--- config.mk ---
export PLATFORM = sky130hd
export DESIGN_NAME = atm_ledger_arbiter
export DESIGN_NICKNAME = d
export VERILOG_FILES = /design/src/rtl/atm_ledger_arbiter.sv
export SDC_FILE = /design/constraint.sdc
export NUM_CORES = 1
export LEC_CHECK = 0
export CAP_MARGIN = 10
export CORE_ASPECT_RATIO = 1.75
export CORE_UTILIZATION = 37
export CTS_BUF_LIST = sky130_fd_sc_hd__clkbuf_4 sky130_fd_sc_hd__clkbuf_8
export DETAILED_ROUTE_END_ITERATION = 12
export PLACE_DENSITY_LB_ADDON = 0.12
export SETUP_SLACK_MARGIN = 0.1
export SYNTH_ARGS = -nofsm -noshare
export SYNTH_HDL_FRONTEND = slang
export SYNTH_SLANG_ARGS = --single-unit
--- constraint.sdc ---
create_clock -name clk -period 6.3 [get_ports clk]
set_input_delay 0.63 -clock clk [delete_from_list [all_inputs] [get_ports clk]]
set_output_delay 0.63 -clock clk [all_outputs]
set_load 0.02 [all_outputs]
--- src/rtl/atm_ledger_arbiter.sv ---
// atm_ledger_arbiter
//   Owns the shared account ledger. Operations from N_REQ ATM session
//   controllers are arbitrated round-robin. Each one is then run as an
//   atomic IDLE -> CHECK -> COMMIT -> ACK read-modify-write.
// Ports
//   clk, reset_n          : clock (rising edge), async active-low reset
//   req[N_REQ]            : per-requester request, held with its fields until ack
//   req_op/src/dst/amt    : packed per-requester fields (op, src, dst, amount)
//   ack[N_REQ]            : one-cycle completion pulse to the granted requester
//   resp_err, resp_bal    : shared response (error code, post-op source balance)
//   busy                  : high whenever the sequencer is not idle
module atm_ledger_arbiter #(
  parameter int N_REQ    = 2,
  parameter int N_ACC    = 10,
  parameter int BAL_W    = 16,
  parameter int AMT_W    = 11,
  parameter int INIT_BAL = 500
) (
  input  logic                   clk,
  input  logic                   reset_n,
  input  logic [N_REQ-1:0]       req,
  input  logic [2*N_REQ-1:0]     req_op,
  input  logic [4*N_REQ-1:0]     req_src,
  input  logic [4*N_REQ-1:0]     req_dst,
  input  logic [AMT_W*N_REQ-1:0] req_amt,
  output logic [N_REQ-1:0]       ack,
  output logic [1:0]             resp_err,
  output logic [BAL_W-1:0]       resp_bal,
  output logic                   busy
);

  localparam int PW = (N_REQ > 1) ? $clog2(N_REQ) : 1;

  localparam logic [1:0] OP_BAL = 2'd0;
  localparam logic [1:0] OP_WD  = 2'd1;
  localparam logic [1:0] OP_DEP = 2'd2;
  localparam logic [1:0] OP_XFR = 2'd3;

  typedef enum logic [1:0] {S_IDLE, S_CHECK, S_COMMIT, S_ACK} state_e;

  state_e                        state_q;
  logic [PW-1:0]                 ptr_q, win_q;
  logic [1:0]                    op_q;
  logic [3:0]                    src_q, dst_q;
  logic [AMT_W-1:0]              amt_q;
  logic [1:0]                    err_q;
  logic [BAL_W-1:0]              nsrc_q, ndst_q;
  logic [N_ACC-1:0][BAL_W-1:0]   bal_q;

  assign busy = (state_q != S_IDLE);

  // Round-robin grant. Scan the offsets from high to low so that the lowest
  // offset from the pointer is the one that wins.
  logic          gnt_vld;
  logic [PW-1:0] gnt_idx;
  always_comb begin
    gnt_vld = 1'b0;
    gnt_idx = '0;
    for (int i = N_REQ-1; i >= 0; i--) begin
      if (req[(int'(ptr_q) + i) % N_REQ]) begin
        gnt_vld = 1'b1;
        gnt_idx = PW'((int'(ptr_q) + i) % N_REQ);
      end
    end
  end

  // Check stage. The inputs are the latched fields only. The sums carry one
  // extra bit, so an overflow shows up as a carry and never wraps.
  logic [BAL_W-1:0] bal_src, bal_dst, nsrc_d;
  logic [BAL_W:0]   amt_x, sum_src, sum_dst;
  logic             src_ok, dst_ok;
  logic [1:0]       err_d;
  always_comb begin
    bal_src = '0;
    bal_dst = '0;
    for (int a = 0; a < N_ACC; a++) begin
      if (src_q == 4'(a)) bal_src = bal_q[a];
      if (dst_q == 4'(a)) bal_dst = bal_q[a];
    end
    src_ok  = (32'(src_q) < 32'(N_ACC));
    dst_ok  = (32'(dst_q) < 32'(N_ACC));
    amt_x   = (BAL_W+1)'(amt_q);
    sum_src = {1'b0, bal_src} + amt_x;
    sum_dst = {1'b0, bal_dst} + amt_x;

    err_d = 2'd0;
    if (!src_ok || (op_q == OP_XFR && !dst_ok))                 err_d = 2'd1;
    else if (op_q == OP_XFR && src_q == dst_q)                  err_d = 2'd3;
    else if ((op_q == OP_WD || op_q == OP_XFR) &&
             amt_x > {1'b0, bal_src})                           err_d = 2'd2;
    else if (op_q == OP_DEP && sum_src[BAL_W])                  err_d = 2'd3;
    else if (op_q == OP_XFR && sum_dst[BAL_W])                  err_d = 2'd3;

    // On an error the response reports the unchanged source balance.
    nsrc_d = bal_src;
    if (err_d == 2'd0) begin
      case (op_q)
        OP_WD, OP_XFR: nsrc_d = bal_src - amt_x[BAL_W-1:0];
        OP_DEP:        nsrc_d = sum_src[BAL_W-1:0];
        default:       nsrc_d = bal_src;
      endcase
    end
  end

  always_ff @(posedge clk or negedge reset_n) begin
    if (!reset_n) begin
      state_q  <= S_IDLE;
      ptr_q    <= '0;
      win_q    <= '0;
      op_q     <= '0;
      src_q    <= '0;
      dst_q    <= '0;
      amt_q    <= '0;
      err_q    <= '0;
      nsrc_q   <= '0;
      ndst_q   <= '0;
      ack      <= '0;
      resp_err <= '0;
      resp_bal <= '0;
      for (int a = 0; a < N_ACC; a++) bal_q[a] <= BAL_W'(INIT_BAL);
    end else begin
      case (state_q)
        S_IDLE: begin
          if (gnt_vld) begin
            win_q   <= gnt_idx;
            op_q    <= req_op [int'(gnt_idx)*2     +: 2];
            src_q   <= req_src[int'(gnt_idx)*4     +: 4];
            dst_q   <= req_dst[int'(gnt_idx)*4     +: 4];
            amt_q   <= req_amt[int'(gnt_idx)*AMT_W +: AMT_W];
            ptr_q   <= PW'((int'(gnt_idx) + 1) % N_REQ);
            state_q <= S_CHECK;
          end
        end
        S_CHECK: begin
          err_q   <= err_d;
          nsrc_q  <= nsrc_d;
          ndst_q  <= sum_dst[BAL_W-1:0];
          state_q <= S_COMMIT;
        end
        S_COMMIT: begin
          // Both ledger writes happen on the same edge, or neither happens.
          if (err_q == 2'd0) begin
            for (int a = 0; a < N_ACC; a++) begin
              if (op_q != OP_BAL && src_q == 4'(a)) bal_q[a] <= nsrc_q;
              if (op_q == OP_XFR && dst_q == 4'(a)) bal_q[a] <= ndst_q;
            end
          end
          resp_err    <= err_q;
          resp_bal    <= nsrc_q;
          ack         <= '0;
          ack[win_q]  <= 1'b1;
          state_q     <= S_ACK;
        end
        S_ACK: begin
          ack     <= '0;
          state_q <= S_IDLE;
        end
        default: state_q <= S_IDLE;
      endcase
    end
  end

endmodule
* After elaboration in Yosys (flattened, before gate mapping) *
Cells that the tools add are included.

word-level totals
  bits in registers = 239
  output and inout bits = 21
  logic and storage cells = 188

cells by class
  add/sub/neg operators = 5
  multipliers = 1
  $lt $le $gt $ge = 7
  equality and inequality tests = 26
  shift-type cells = 4
  mux-type cells = 61
  bitwise operators = 1
  reduce and logical (&&, ||, !) cells = 60

operator list
  cell                 count
  $mux 16              41
  $add 16x11->17       2
  $eq 4x3->1 const B   8
  $pmux 16 s2          1
  $reduce_and 3->1     10
  $logic_and 1x1->1    26
  $reduce_bool 2->1    13
  $shiftx 22x6->11     1
  $eq 4x2->1 const B   4
  $eq 4x4->1 const B   4
  $gt 11x16->1         1
  $shiftx 8x4->4       2
  $sub 16x11->16       1
  $mux 2               6
  $mux 1               10
  $eq 2x2->1 const B   4
  $eq 4x1->1 const B   2
  $logic_not 4->1      2
  $lt 4x4->1 const B   2
  $pmux 2 s4           1
  $logic_not 2->1      3
  $mul 1x4->5 const B  1
  $eq 2x1->1 const B   2
  $eq 4x4->1           1
  13 further kinds     17

* Longest topological paths before layout *
  depth after elaboration = 20
  mapped depth = 22
  gate-level depth less buffers = 19

* Worst setup path after synthesis *
No wires, ideal clock.

  path type = register -> register
  start = reg dst_q[0]
  end = reg nsrc_q[1]
  library setup time = 0.120 ns
  arrival time = 4.469 ns
  slack = 1.711 ns
  cell stages (with the launch flop) = 21
  buffers on the path = 3
  period minus slack after synthesis = 4.589 ns
  cell sequence = dfrtp_1 > buf_4 > buf_4 > buf_4 > mux4_2 > a222oi_1 > a21oi_1 > a211oi_1 > o21ai_0 > ha_1 > inv_1 > fa_1 > nor2b_1 > o31a_1 > o31ai_1 > o21ai_0 > a21oi_1 > o32ai_2 > or2_1 > or3_1 > a41o_1

between the ends
  longest elaborated chain between the ends = 20
  elaborated cells on any way between the ends = 35

RTL lines
  item                    RTL line  source
  from (decl)             44        logic [3:0] src_q, dst_q;
  from (signal assigned)  128       dst_q <= req_dst[int'(gnt_idx)*4 +: 4];
  $logic_not 4->1         78        if (dst_q == 4'(a)) bal_dst = bal_q[a];
  $mux 16 (10 in series)  78
  $add 16x11->17          84        sum_dst = {1'b0, bal_dst} + amt_x;
  $logic_and 1x1->1       92        else if (op_q == OP_XFR && sum_dst[BAL_W]) err_d = 2'd3;
  $mux 2                  92
  $mux 2                  91        else if (op_q == OP_DEP && sum_src[BAL_W]) err_d = 2'd3;
  $mux 2                  89        else if ((op_q == OP_WD || op_q == OP_XFR) &&
  $mux 2                  88        else if (op_q == OP_XFR && src_q == dst_q) err_d = 2'd3;
  $mux 2 (*)              87        if (!src_ok || (op_q == OP_XFR && !dst_ok)) err_d = 2'd1;
  $logic_not 2->1 (*)     96        if (err_d == 2'd0) begin
  $mux 16 (*)             96
  to (signal assigned)    136       nsrc_q <= nsrc_d;
  to (decl)               47        logic [BAL_W-1:0] nsrc_q, ndst_q;

Mark *: on every way between the ends. The rest lies on a longest branch, timed or not.
A chain may end at the register's enable or synchronous reset.

* Worst setup path in the final report *
Ends and elaborated chain as after synthesis.

==> impl_metrics.ini <==
[clocking]
cts_tree = yes
ctsLongestPathBuffers = 3
cts_sinks = 239
cts.clk_slew.worst_paths_ns = 0.07
holdBufCountCts = 0
cts.htree.levels = 2
numCtsBuffers = 42
clkLatencyLatePin_ns = 0.62
postCtsSetupRepairBufs = 0
root_buffer = clkbuf_8

[timing]
finalMaxSlewViolations = 0
final-setup-viol-count = 0
setup_ws_ns = 0.7199
fmax_mhz = 179.2
worst_pin_slew_ns = 1.120
rsz0062_at_grt = no
report.final.hold_viol_count = 0
whs_ns = 0.01841
post-route-period-util_pct = 88.57
fin_worst_skew_ns = 0.04717
period_needed_ns = 5.580
tns_ns = 0
slew_headroom_pct = 24.74

[synth]
ys.flop_type = dfrtp_1
synthTopCellsByArea = dfrtp_1 29%, mux2i_1 12%, dfstp_2 10%, o21ai_0 5.3%, nand2_1 4.2%
synth.avg_cell_area_um2 = 9.278
syn_nets = 1744
synthCells = 1657
synth_warnings = 0
ys_ff_latch = 239
yosysTopAreaCell = dfrtp_1
synthesis.area_um2 = 15370
synth.most_common_cell = mux2i_1
seq_area_frac_synth_pct = 39.39
synthArstFlopShare_pct = 100.0
synth_top_area_share_pct = 29.14
synth_edf_count = 0
ys_top_cells_by_count = 187 x mux2i_1, 179 x dfrtp_1, 173 x nand2_1
ys_types = 79

[cells_and_area]
syn_to_final_growth_pct = 14.55
fin_nets = 1765
multi_input_comb_area_um2 = 8586
fillers = 4125
regArea_um2 = 6060
drive_gt1_share_pct = 16.82

[route]
first_iter_violations = 1034
drc = 0
via_per_inst = 5.901
via_count = 13360
routed_wirelength_um = 62810
drt_first_pass_iters = 8
antenna_left = 0
routedWlPerCell_um = 27.76

[worst_setup_path]
crit_type = reg -> reg
crit_family = compound AO/OA/AOI/OAI gates
critPathMaxFanout = 19
endpoint = nsrc_q[1]
reg2regPathDepth = 19
endpoint_kind = register
cpMaxStageDelayCell = dfrtp_2
worstPathRequired_ns = 6.78
regToRegSetupSlack_ns = 0.72
r2r-start = dst_q[0]
cp_num_cells = 19
crit_arrival_ns = 6.06
slowest_delay_ns = 0.73
critPathLaunch = dst_q[0]
worstPathCellList = nand2b_1 > nor2_2 > a222oi_1 > a21oi_1 > a211oi_1 > o21ai_0 > ha_1 > inv_1 > fa_1 > nor2b_1 > o31a_1 > o31ai_1 > o21ai_0 > a21oi_1 > o32ai_2 > buf_4 > or2_1 > a21oi_1 > a41o_1
worstSetupStartpointType = register
cp_common_cell = a21oi_1
crit_buf_inv = 2
rr_endpoint = nsrc_q[1]

[power]
p_seq_share_pct = 33.1
internal_power_mw = 5.470
ir_drop_mv = 0.3318
clockPowerShare_pct = 15.8
combPwrFrac_pct = 51.1
leakagePower_nw = 7.328
pwr_density_cell_nw_per_um2 = 601.8
swShare_pct = 48.38
p_sw_mw = 5.128

[die]
row_count = 98
dieArea_um2 = 42400
die_x_um = 156.1
initial_core_util_pct = 37.54
io_pins = 67
core_um2 = 40950
dieHeight_um = 271.7

[grt]
antenna_found_initial = 2
first_global_vias = 13610
grt_util_all_layers_pct = 30.30
grt_overflow = 0
grt_max_degree = 149
grt_first_pass_wirelength_um = 92820

[placement]
portBuffers = 66
dp_hpwl_um = 45160
place.gp.congestion = 0.9526
dp_slack_ns = 0.4935

[flow_run]
max-cap-violations = 0

[run_status]
status = completed

[min_path]
hold_path_class = in -> async
-- worst reg2reg max path, cell delays in order (launching register included) --
cell and delay (ns):
dfrtp_2 0.73, nand2b_1 0.31, nor2_2 0.68, a222oi_1 0.25
a21oi_1 0.18, a211oi_1 0.06, o21ai_0 0.32, ha_1 0.24
inv_1 0.06, fa_1 0.43, nor2b_1 0.16, o31a_1 0.18
o31ai_1 0.16, o21ai_0 0.31, a21oi_1 0.19, o32ai_2 0.28
buf_4 0.24, or2_1 0.36, a21oi_1 0.13, a41o_1 0.22
-- metal layers --
layer  GRT usage (%)  up-vias  routed length (µm)  share of wire [%]
met5               0        -                   0                  0
met4           17.98        0                4109                6.5
met3           3.799      175                3097                4.9
met2           54.28      517               32400                 52
met1           33.95     6626               23210                 37
li1                -     6037                   -                  -
-- flip-flops by register name (all words and copies together), names as in the netlist, 4 cells and up --
signal / flops
bal_q: 160
ndst_q: 16
nsrc_q: 16
resp_bal: 16
amt_q: 11
dst_q: 4
src_q: 4
-- cell families (layout without fill, tap and decap cells) --
kind of cell               after synthesis  count (layout)  synth area share [%]
AOI/OAI and AO/OA                      453             453                 18.80
and+or+nand+nor                        442             442                 13.37
muxes                                  245             245                 17.67
DFF                                    239             239                 39.39
buffers and inverters                  204             259                 5.404
adders and majority gates               41              41                 3.483
xor gates and xnor gates                33              33                 1.880
other                                    0               1                     0
-- what timing repair did --
| item | CTS | global route |
|---|---|---|
| endpoints found under the hold margin | 0 | 0 |
| gates resized for setup | 0 | 1 |
| endpoints found under the setup margin | 0 | 7 |
-- final cells by class --
cell class | instances | area share [%]
Multi-Input combinational cell | 1214 | 48.75
Sequential cell | 239 | 34.41
Timing Repair Buffer | 121 | 6.195
Clock buffer | 63 | 4.462
Tap cell | 550 | 3.908
Inverter | 60 | 1.279
Clock inverter | 15 | 0.9805
Antenna cell | 1 | 0.01421
-- power by group through the flow --
stage                     combinational (mW)  clock, mW  sequential [mW]
final                                   5.42       1.67             3.51
after global routing                    5.88       1.76             3.57
after CTS                               5.38       1.71             3.49
after detailed placement                5.34          0             3.52
after global placement                  5.31          0             3.51
after floorplan                         3.97          0             2.76
-- worst min path at each step --
stage,start,to,slack [ns],depth (start not counted)
6_report,reset_n,resp_bal[5],0.02,1
5_1_grt,reset_n,bal_q[115],0.09,1
4_1_cts,reset_n,bal_q[65],0.07,1
3_5_place_dp,bal_q[102],bal_q[102],0.49,2
3_3_place_gp,bal_q[70],bal_q[70],0.48,2
2_1_floorplan,reset_n,ack[0],0.33,0
-- cell usage in the layout (no fill, tap or decap), drive strengths merged, types with 8 or more instances in the layout --
| cell | Yosys | routed |
|---|---|---|
| nor2b | 21 | 21 |
| mux2i | 187 | 187 |
| nand2 | 174 | 174 |
| clkdlybuf4s50 | 0 | 65 |
| a31oi | 8 | 8 |
| o21ai | 168 | 168 |
| a221oi | 13 | 13 |
| nor2 | 128 | 128 |
| ha | 38 | 38 |
| dfstp | 60 | 60 |
| a22o | 18 | 18 |
| nand2b | 13 | 13 |
| buf | 37 | 56 |
| clkinv | 1 | 11 |
| mux4 | 17 | 17 |
| a21oi | 104 | 104 |
| inv | 59 | 61 |
| a222oi | 26 | 26 |
| mux2 | 41 | 41 |
| a22oi | 39 | 39 |
| nand3 | 23 | 23 |
| xnor2 | 20 | 20 |
| dfrtp | 179 | 179 |
| clkbuf | 107 | 63 |
| a21o | 10 | 10 |
| xor2 | 13 | 13 |
| or3 | 13 | 13 |
| nor3 | 22 | 22 |
-- per-stage QoR --
| step | cells | utilization [%] | power, mW | cell area [µm²] |
|---|---|---|---|---|
| 3_3_place_gp | 2184 | 40.65 | 8.819 | 16650 |
| 5_1_grt | 2263 | 43.00 | 11.21 | 17610 |
| 4_1_cts | 2262 | 42.99 | 10.58 | 17610 |
| 6_report | 2263 | 43.00 | 10.60 | 17610 |
| 3_5_place_dp | 2184 | 40.65 | 8.858 | 16650 |
| 2_1_floorplan | 1657 | - | 6.733 | 15370 |
(Power assumes the default switching activity.)
